**src/rtl/endian_pkg.sv**
```systemverilog
// Shared definitions for the byte-reordering arbiter: reorder modes, FSM states, word format.
// Pure declarations, no logic.
package endian_pkg;

  localparam logic [1:0] MODO_PASSA      = 2'b00;
  localparam logic [1:0] MODO_INV        = 2'b01;
  localparam logic [1:0] MODO_MEIA       = 2'b10;
  localparam logic [1:0] MODO_TROCA_MEIA = 2'b11;

  typedef enum logic [1:0] {
    OCIOSO = 2'd0,
    SERV0  = 2'd1,
    SERV1  = 2'd2
  } estado_t;

  typedef struct packed {
    logic [1:0]  modo;
    logic [31:0] dados;
  } palavra_t;

endpackage

```
**src/rtl/arbitro_troca_endian_troca_bytes.sv**
```systemverilog
// Combinational 32-bit byte reorder selected by a 2-bit mode; zero latency, no flow control.
// Bytes named B3..B0 from [31:24] down to [7:0].
module troca_bytes
  import endian_pkg::*;
(
  input  logic [31:0] dados_i,
  input  logic [1:0]  modo_i,
  output logic [31:0] saida_o
);

  always_comb begin
    saida_o = dados_i;
    case (modo_i)
      MODO_INV:        saida_o = {dados_i[7:0],   dados_i[15:8],  dados_i[23:16], dados_i[31:24]};
      MODO_MEIA:       saida_o = {dados_i[23:16], dados_i[31:24], dados_i[7:0],   dados_i[15:8]};
      MODO_TROCA_MEIA: saida_o = {dados_i[15:8],  dados_i[7:0],   dados_i[31:24], dados_i[23:16]};
      default:         saida_o = dados_i;
    endcase
  end

endmodule

```
**src/rtl/arbitro_troca_endian.sv**
```systemverilog
// Round-robin arbiter (bounded bursts) sharing one byte-reorder unit between two requesters.
// Accept -> saida_valid next cycle; requesters stall while the output stage is full and not drained.
module arbitro_troca_endian
  import endian_pkg::*;
#(
  parameter int MAX_RAJADA = 4
) (
  input  logic        clk,
  input  logic        rst_n,
  input  logic        req0_valid,
  output logic        req0_ready,
  input  logic [31:0] req0_dados,
  input  logic [1:0]  req0_modo,
  input  logic        req1_valid,
  output logic        req1_ready,
  input  logic [31:0] req1_dados,
  input  logic [1:0]  req1_modo,
  output logic        saida_valid,
  input  logic        saida_ready,
  output logic [31:0] saida_dados,
  output logic        saida_origem
);

  localparam int CW = $clog2(MAX_RAJADA) + 1;
  localparam logic [CW-1:0] CNT_ULT = CW'(MAX_RAJADA - 1);

  estado_t       estado_q, estado_d;
  logic [CW-1:0] cnt_q, cnt_d;
  logic          ultimo_q, ultimo_d;
  logic          saida_valid_q;
  logic [31:0]   saida_dados_q;
  logic          saida_origem_q;

  logic          load_en, aceita, sel;
  logic          meu_valid, outro_valid;
  estado_t       outro_estado;
  palavra_t      pal;
  logic [31:0]   trocado;

  assign load_en    = !saida_valid_q | saida_ready;
  assign req0_ready = (estado_q == SERV0) & load_en;
  assign req1_ready = (estado_q == SERV1) & load_en;
  assign aceita     = (req0_valid & req0_ready) | (req1_valid & req1_ready);

  // Only meaningful in a SERV state; sel is the requester currently holding the grant.
  assign sel          = (estado_q == SERV1);
  assign meu_valid    = sel ? req1_valid : req0_valid;
  assign outro_valid  = sel ? req0_valid : req1_valid;
  assign outro_estado = sel ? SERV0 : SERV1;
  assign pal          = sel ? {req1_modo, req1_dados} : {req0_modo, req0_dados};

  troca_bytes u_troca (
    .dados_i (pal.dados),
    .modo_i  (pal.modo),
    .saida_o (trocado)
  );

  always_comb begin
    estado_d = estado_q;
    cnt_d    = cnt_q;
    ultimo_d = ultimo_q;
    case (estado_q)
      OCIOSO: begin
        cnt_d = '0;
        if (req0_valid && req1_valid) estado_d = ultimo_q ? SERV0 : SERV1;
        else if (req0_valid)          estado_d = SERV0;
        else if (req1_valid)          estado_d = SERV1;
      end
      SERV0, SERV1: begin
        if (load_en) begin
          if (meu_valid) begin
            ultimo_d = sel;
            if (cnt_q == CNT_ULT) begin
              cnt_d = '0;
              if (outro_valid) estado_d = outro_estado;
            end else begin
              cnt_d = cnt_q + 1'b1;
            end
          end else begin
            cnt_d    = '0;
            estado_d = outro_valid ? outro_estado : OCIOSO;
          end
        end
      end
      default: begin
        estado_d = OCIOSO;
        cnt_d    = '0;
      end
    endcase
  end

  always_ff @(posedge clk or negedge rst_n) begin
    if (!rst_n) begin
      estado_q <= OCIOSO;
      cnt_q    <= '0;
      ultimo_q <= 1'b1;
    end else begin
      estado_q <= estado_d;
      cnt_q    <= cnt_d;
      ultimo_q <= ultimo_d;
    end
  end

  always_ff @(posedge clk or negedge rst_n) begin
    if (!rst_n) begin
      saida_valid_q  <= 1'b0;
      saida_dados_q  <= '0;
      saida_origem_q <= 1'b0;
    end else if (aceita) begin
      saida_valid_q  <= 1'b1;
      saida_dados_q  <= trocado;
      saida_origem_q <= sel;
    end else if (saida_ready) begin
      saida_valid_q  <= 1'b0;
    end
  end

  assign saida_valid  = saida_valid_q;
  assign saida_dados  = saida_dados_q;
  assign saida_origem = saida_origem_q;

endmodule

```
**config.mk**
```make
export PLATFORM = sky130hd
export DESIGN_NAME = arbitro_troca_endian
export DESIGN_NICKNAME = d
export VERILOG_FILES = /design/src/rtl/endian_pkg.sv /design/src/rtl/arbitro_troca_endian_troca_bytes.sv /design/src/rtl/arbitro_troca_endian.sv
export SDC_FILE = /design/constraint.sdc
export NUM_CORES = 1
export LEC_CHECK = 0
export BUFFER_PORTS_ARGS = -buffer_cell sky130_fd_sc_hd__buf_2
export CAP_MARGIN = 25
export CORE_UTILIZATION = 40
export CTS_CLUSTER_DIAMETER = 120
export CTS_CLUSTER_SIZE = 25
export DETAILED_ROUTE_END_ITERATION = 10
export GPL_TIMING_DRIVEN = 0
export PLACE_DENSITY = 0.67
export SLEW_MARGIN = 20
export SYNTH_ARGS = -nofsm -noshare
export SYNTH_HDL_FRONTEND = slang
export SYNTH_HIERARCHICAL = 1
export SYNTH_SLANG_ARGS = --single-unit
```
**constraint.sdc**
```tcl
create_clock -name clk -period 3.95 [get_ports clk]
set_input_delay 0.1975 -clock clk [delete_from_list [all_inputs] [get_ports clk]]
set_output_delay 0.1975 -clock clk [all_outputs]
set_load 0.02 [all_outputs]
```
# == Word-level counts from Yosys, hierarchy flattened ==
# Cells that the tools add are included.
# Widths: inputs -> output; s select.
# word_totals
regBits,40
inputBits,73
out_inout_bits,36
# op_classes
n_addsub,1
eq_ne,10
n_mux,21
n_bitwise,6
reduce_logical,7
# op_table
operator,n
$pmux 32 s3,1
$mux 34,1
$mux 2,10
$mux 3,4
$eq 2x2->1 const B,3
$ne 3x3->1 const B,2
$and 1x1->1,4
$eq 2x1->1 const B,2
$mux 1,4
$ne 4x4->1 const B,1
$pmux 2 s2,1
$reduce_and 4->1,1
$add 3x1->3 const B,1
$eq 3x2->1 const B,1
$reduce_and 3->1,1
$logic_not 2->1,1
$ne 2x2->1 const B,1
$or 1x1->1,2
$reduce_bool 2->1,1
$reduce_or 2->1,1
$logic_and 1x1->1,1
$logic_not 1->1,1

# == Longest topological paths before layout ==
# depth
word_depth,7
ltp_mapped,9
mapped_depth_nobuf,6

# == By module ==
# Netlist, hierarchy kept.
# modules_own_cells
mod,n_inst,cells_per_inst,area_per_inst_um2
arbitro_troca_endian,1,160,2198.4
troca_bytes,1,40,824.5

# == Worst setup path before layout ==
# No wires, ideal clock.
# synth_timing
kind,reg2reg
start,register estado_q[0]
end,register saida_dados_q[5] (netlist: saida_dados[5])
t_arrival_ps,2403
path_slack_ps,1422
path_stages_with_launch,10
period_less_slack_ps,2528
cell_sequence,dfrtp_1 inv_1 ha_1 buf_2 buf_4 mux2_2 buf_6 buf_12 mux4_2 mux2_4
# synth_rtl
item,line_no,source
"start, declared",arbitro_troca_endian.sv:27,"estado_t estado_q, estado_d;"
"start signal, assigned",arbitro_troca_endian.sv:98,estado_q <= estado_d;
"end signal, assigned",arbitro_troca_endian.sv:111,saida_dados_q <= trocado;
"end, declared",arbitro_troca_endian.sv:31,logic [31:0] saida_dados_q;

==> summary.txt <==
Drt
  • Iteration-0 DRC Markers: 122
  • Vias post-DR: 2,220
  • Vias per cell: 5.324
  • Final WL: 7311 um
  • Drt pass-1 iters: 4
  • Avg WL per Cell: 17.53 um
  • DRC Markers: 0
  • ANT nets after route: 0

Synth
  • Yosys cell types: 31
  • Cell count after synthesis: 200
  • Post-synth top area cell: dfrtp_1
  • Post-Syn Area: 3023 um2
  • Top-area cell type share of the netlist area: 32.28%
  • Flip-flop and latch count after synthesis: 40
  • Sequential share of the synthesized area: 33.15%
  • Mapped Avg Cell Area: 15.11 um2
  • Top cells by area, synth: dfrtp_1 (32%), mux2_2 (23%), mux4_2 (23%)
  • Syn_nets: 279
  • Synth Warn #: 6

Timing
  • Hold Slack: 321.5 ps
  • Tcrit/Tclk final: 73.00%
  • Slew HR: 80.26%
  • Maximum clock rate: 0.3468 GHz
  • Clock Skew: 6.375 ps
  • Setup tns final: 0 ps
  • Final setup viols: 0
  • Final hold violation count: 0
  • Fin crit period: 2883 ps
  • Slew @ Worst Pin: 296.1 ps
  • Final max-slew violation count: 0
  • RSZ-0062 raised after global routing: no

Run
  • Max-Cap Viols: 0

Clock network
  • H-tree depth: 2
  • CTS tree: built
  • Setup repair bufs after CTS: 0
  • TritonCTS Sinks: 40
  • Worst-skew pair later-pin latency: 290 ps
  • Number of gates resized after cts: 0
  • CTS Hold Buffers Added: 0
  • Root buffer cell: clkbuf_8
  • Num CTS Buffers: 5
  • Worst-path clk slew: 80 ps
  • Clock buffer depth: 2

Power and ir drop
  • Pleak: 1.709 nW
  • Peak VDD IR: 0.3050 mV
  • PwrDens: 811.7 nW/um2

Global route
  • Number of global-route vias before repair: 2,171
  • Antenna violations before repair: 0
  • Largest net degree at the start of global routing: 41
  • Total grt overflow: 0
  • GRT Util Overall: 20.17%
  • First-pass GRT wire length: 11,540 um

Layout
  • Area Overhead vs Synth: 26.53%
  • Antenna diode count: 0
  • Non-Filler Instances: 417
  • Nets: 396
  • Share of cells above drive strength 1: 74.53%

Floorplanning
  • Die H: 88.93 um
  • Core ar.: 7292 um2
  • Initial core utilization: 41.46%
  • DIE AREA: 7909 um2
  • IO Pins: 109
  • FP Rows: 31
  • Die X: 88.93 um

Setup path
  • Crit Path Class: register to register
  • WP data required: 4140 ps
  • Crit path capture: saida_dados[10]
  • Worst R2R End: saida_dados[10]
  • CP arrival: 3070 ps
  • R2R setup slack: 1070 ps
  • Cells on worst reg2reg path: 9
  • Startpoint types: register
  • Type of destination of the critical path: register
  • Reg2reg start: estado_q[0]
  • Worst Setup SP: estado_q[0]
  • Peak fanout along the critical path: 10

Place
  • Port bufs: 108
  • Routability cong.: 0.8788
  • Dpl cells: 407
  • Hpwl dp: 5502 um

Hold path
  • Worst hold path class: primary input to asynchronous set/reset pin

Outcome
  • Status: complete, no violations
-- worst max-delay path: stages, from the launching register on --
cell	delay [ps]
dfrtp_1	410
inv_1	120
ha_1	280
buf_2	330
buf_4	280
mux2_2	360
buf_6	140
buf_12	150
mux4_2	430
mux2_2	270
-- worst min path at each step --
stage | start | end | slack, ps | cells past startpoint
final | rst_n | estado_q[0] | 320 | 2
after global routing | rst_n | estado_q[0] | 350 | 2
after CTS | rst_n | estado_q[0] | 70 | 1
after detailed placement | rst_n | estado_q[0] | 380 | 1
after global placement | rst_n | estado_q[0] | 390 | 1
after floorplan | rst_n | cnt_q[0] | -100 | 0
-- per-layer routing --
layer	vias to the layer above	global-route usage (%)	wire length [um]
li1	1016	-	-
met1	1093	27.90	3186
met2	96	32.45	3576
met3	15	3.970	462
met4	0	6.349	86
met5	-	0	0
-- sequential cells by signal, indices dropped and copies added, names as in the netlist --
register and count:
saida_origem 1, saida_valid 1, ultimo_q 1, estado_q 2, cnt_q 3, saida_dados 32
-- cell families (layout without fill, tap and decap cells) --
family / Yosys count / after routing / synth area share, %
simple gates: 20 / 20 / 4.098
flops: 40 / 40 / 33.15
mux: 103 / 103 / 51.12
compound gates: 11 / 11 / 2.939
buf+inv: 20 / 138 / 6.209
fa+ha+maj: 6 / 6 / 2.483
-- report_power, final --
| part | switching [W] | leakage (nW) | internal (W) |
|---|---|---|---|
| Clock | 0.000144 | 0.0552 | 0.000188 |
| Combinational | 0.000974 | 1.17 | 0.00107 |
| Sequential | 0.000107 | 0.478 | 0.000618 |
| Total | 0.00123 | 1.71 | 0.00188 |
-- through the flow --
step / setup WS, ps / instance area (um2) / power, W / util, %
finish: 1067 / 3825 / 0.003105 / 52.45
CTS: 1045 / 3795 / 0.003136 / 52.04
detailed placement: 1044 / 3687 / 0.002801 / 50.57
global route: 914.0 / 3825 / 0.003313 / 52.45
floorplan: 1422 / 3023 / 0.002271 / -
global placement: 1083 / 3687 / 0.002760 / 50.57
-- cells in the final DEF (no fill, tap or decap), types with 2 or more instances in the layout --
master and n:
o21ai_0 3, dfrtp_1 39, mux2_4 6, buf_12 3, buf_2 109, mux4_2 31
mux2_2 62, nor2_1 2, nor2b_1 5, o31ai_1 2, and2_1 2, inv_1 4
nand2_1 3, buf_6 8, buf_4 5, nand2b_1 3, nand3_1 2, ha_1 6
mux2_1 2, clkbuf_8 5
-- synth_stat cells (all sizes together) --
cell / n
inv: 4
and2: 2
o211ai: 1
buf: 16
mux2: 70
ha: 6
nor2: 3
nand2: 3
nand3: 2
dfstp: 1
o31ai: 2
nand2b: 3
dfrtp: 39
a22oi: 1
o221ai: 1
o21ai: 4
mux2i: 1
a31oi: 1
mux4: 32
nor2b: 6
or2b: 1
a221oi: 1
-- cell type report --
type	instances	area, um2
Fill cell	682	3467
Multi-Input combinational cell	140	1833
Sequential cell	40	1002
Timing Repair Buffer	110	570.5
Buffer	16	172.7
Tap cell	99	123.9
Clock buffer	6	72.57
Clock inverter	2	35.03
Inverter	4	15.01
(Power assumes the default switching activity.)
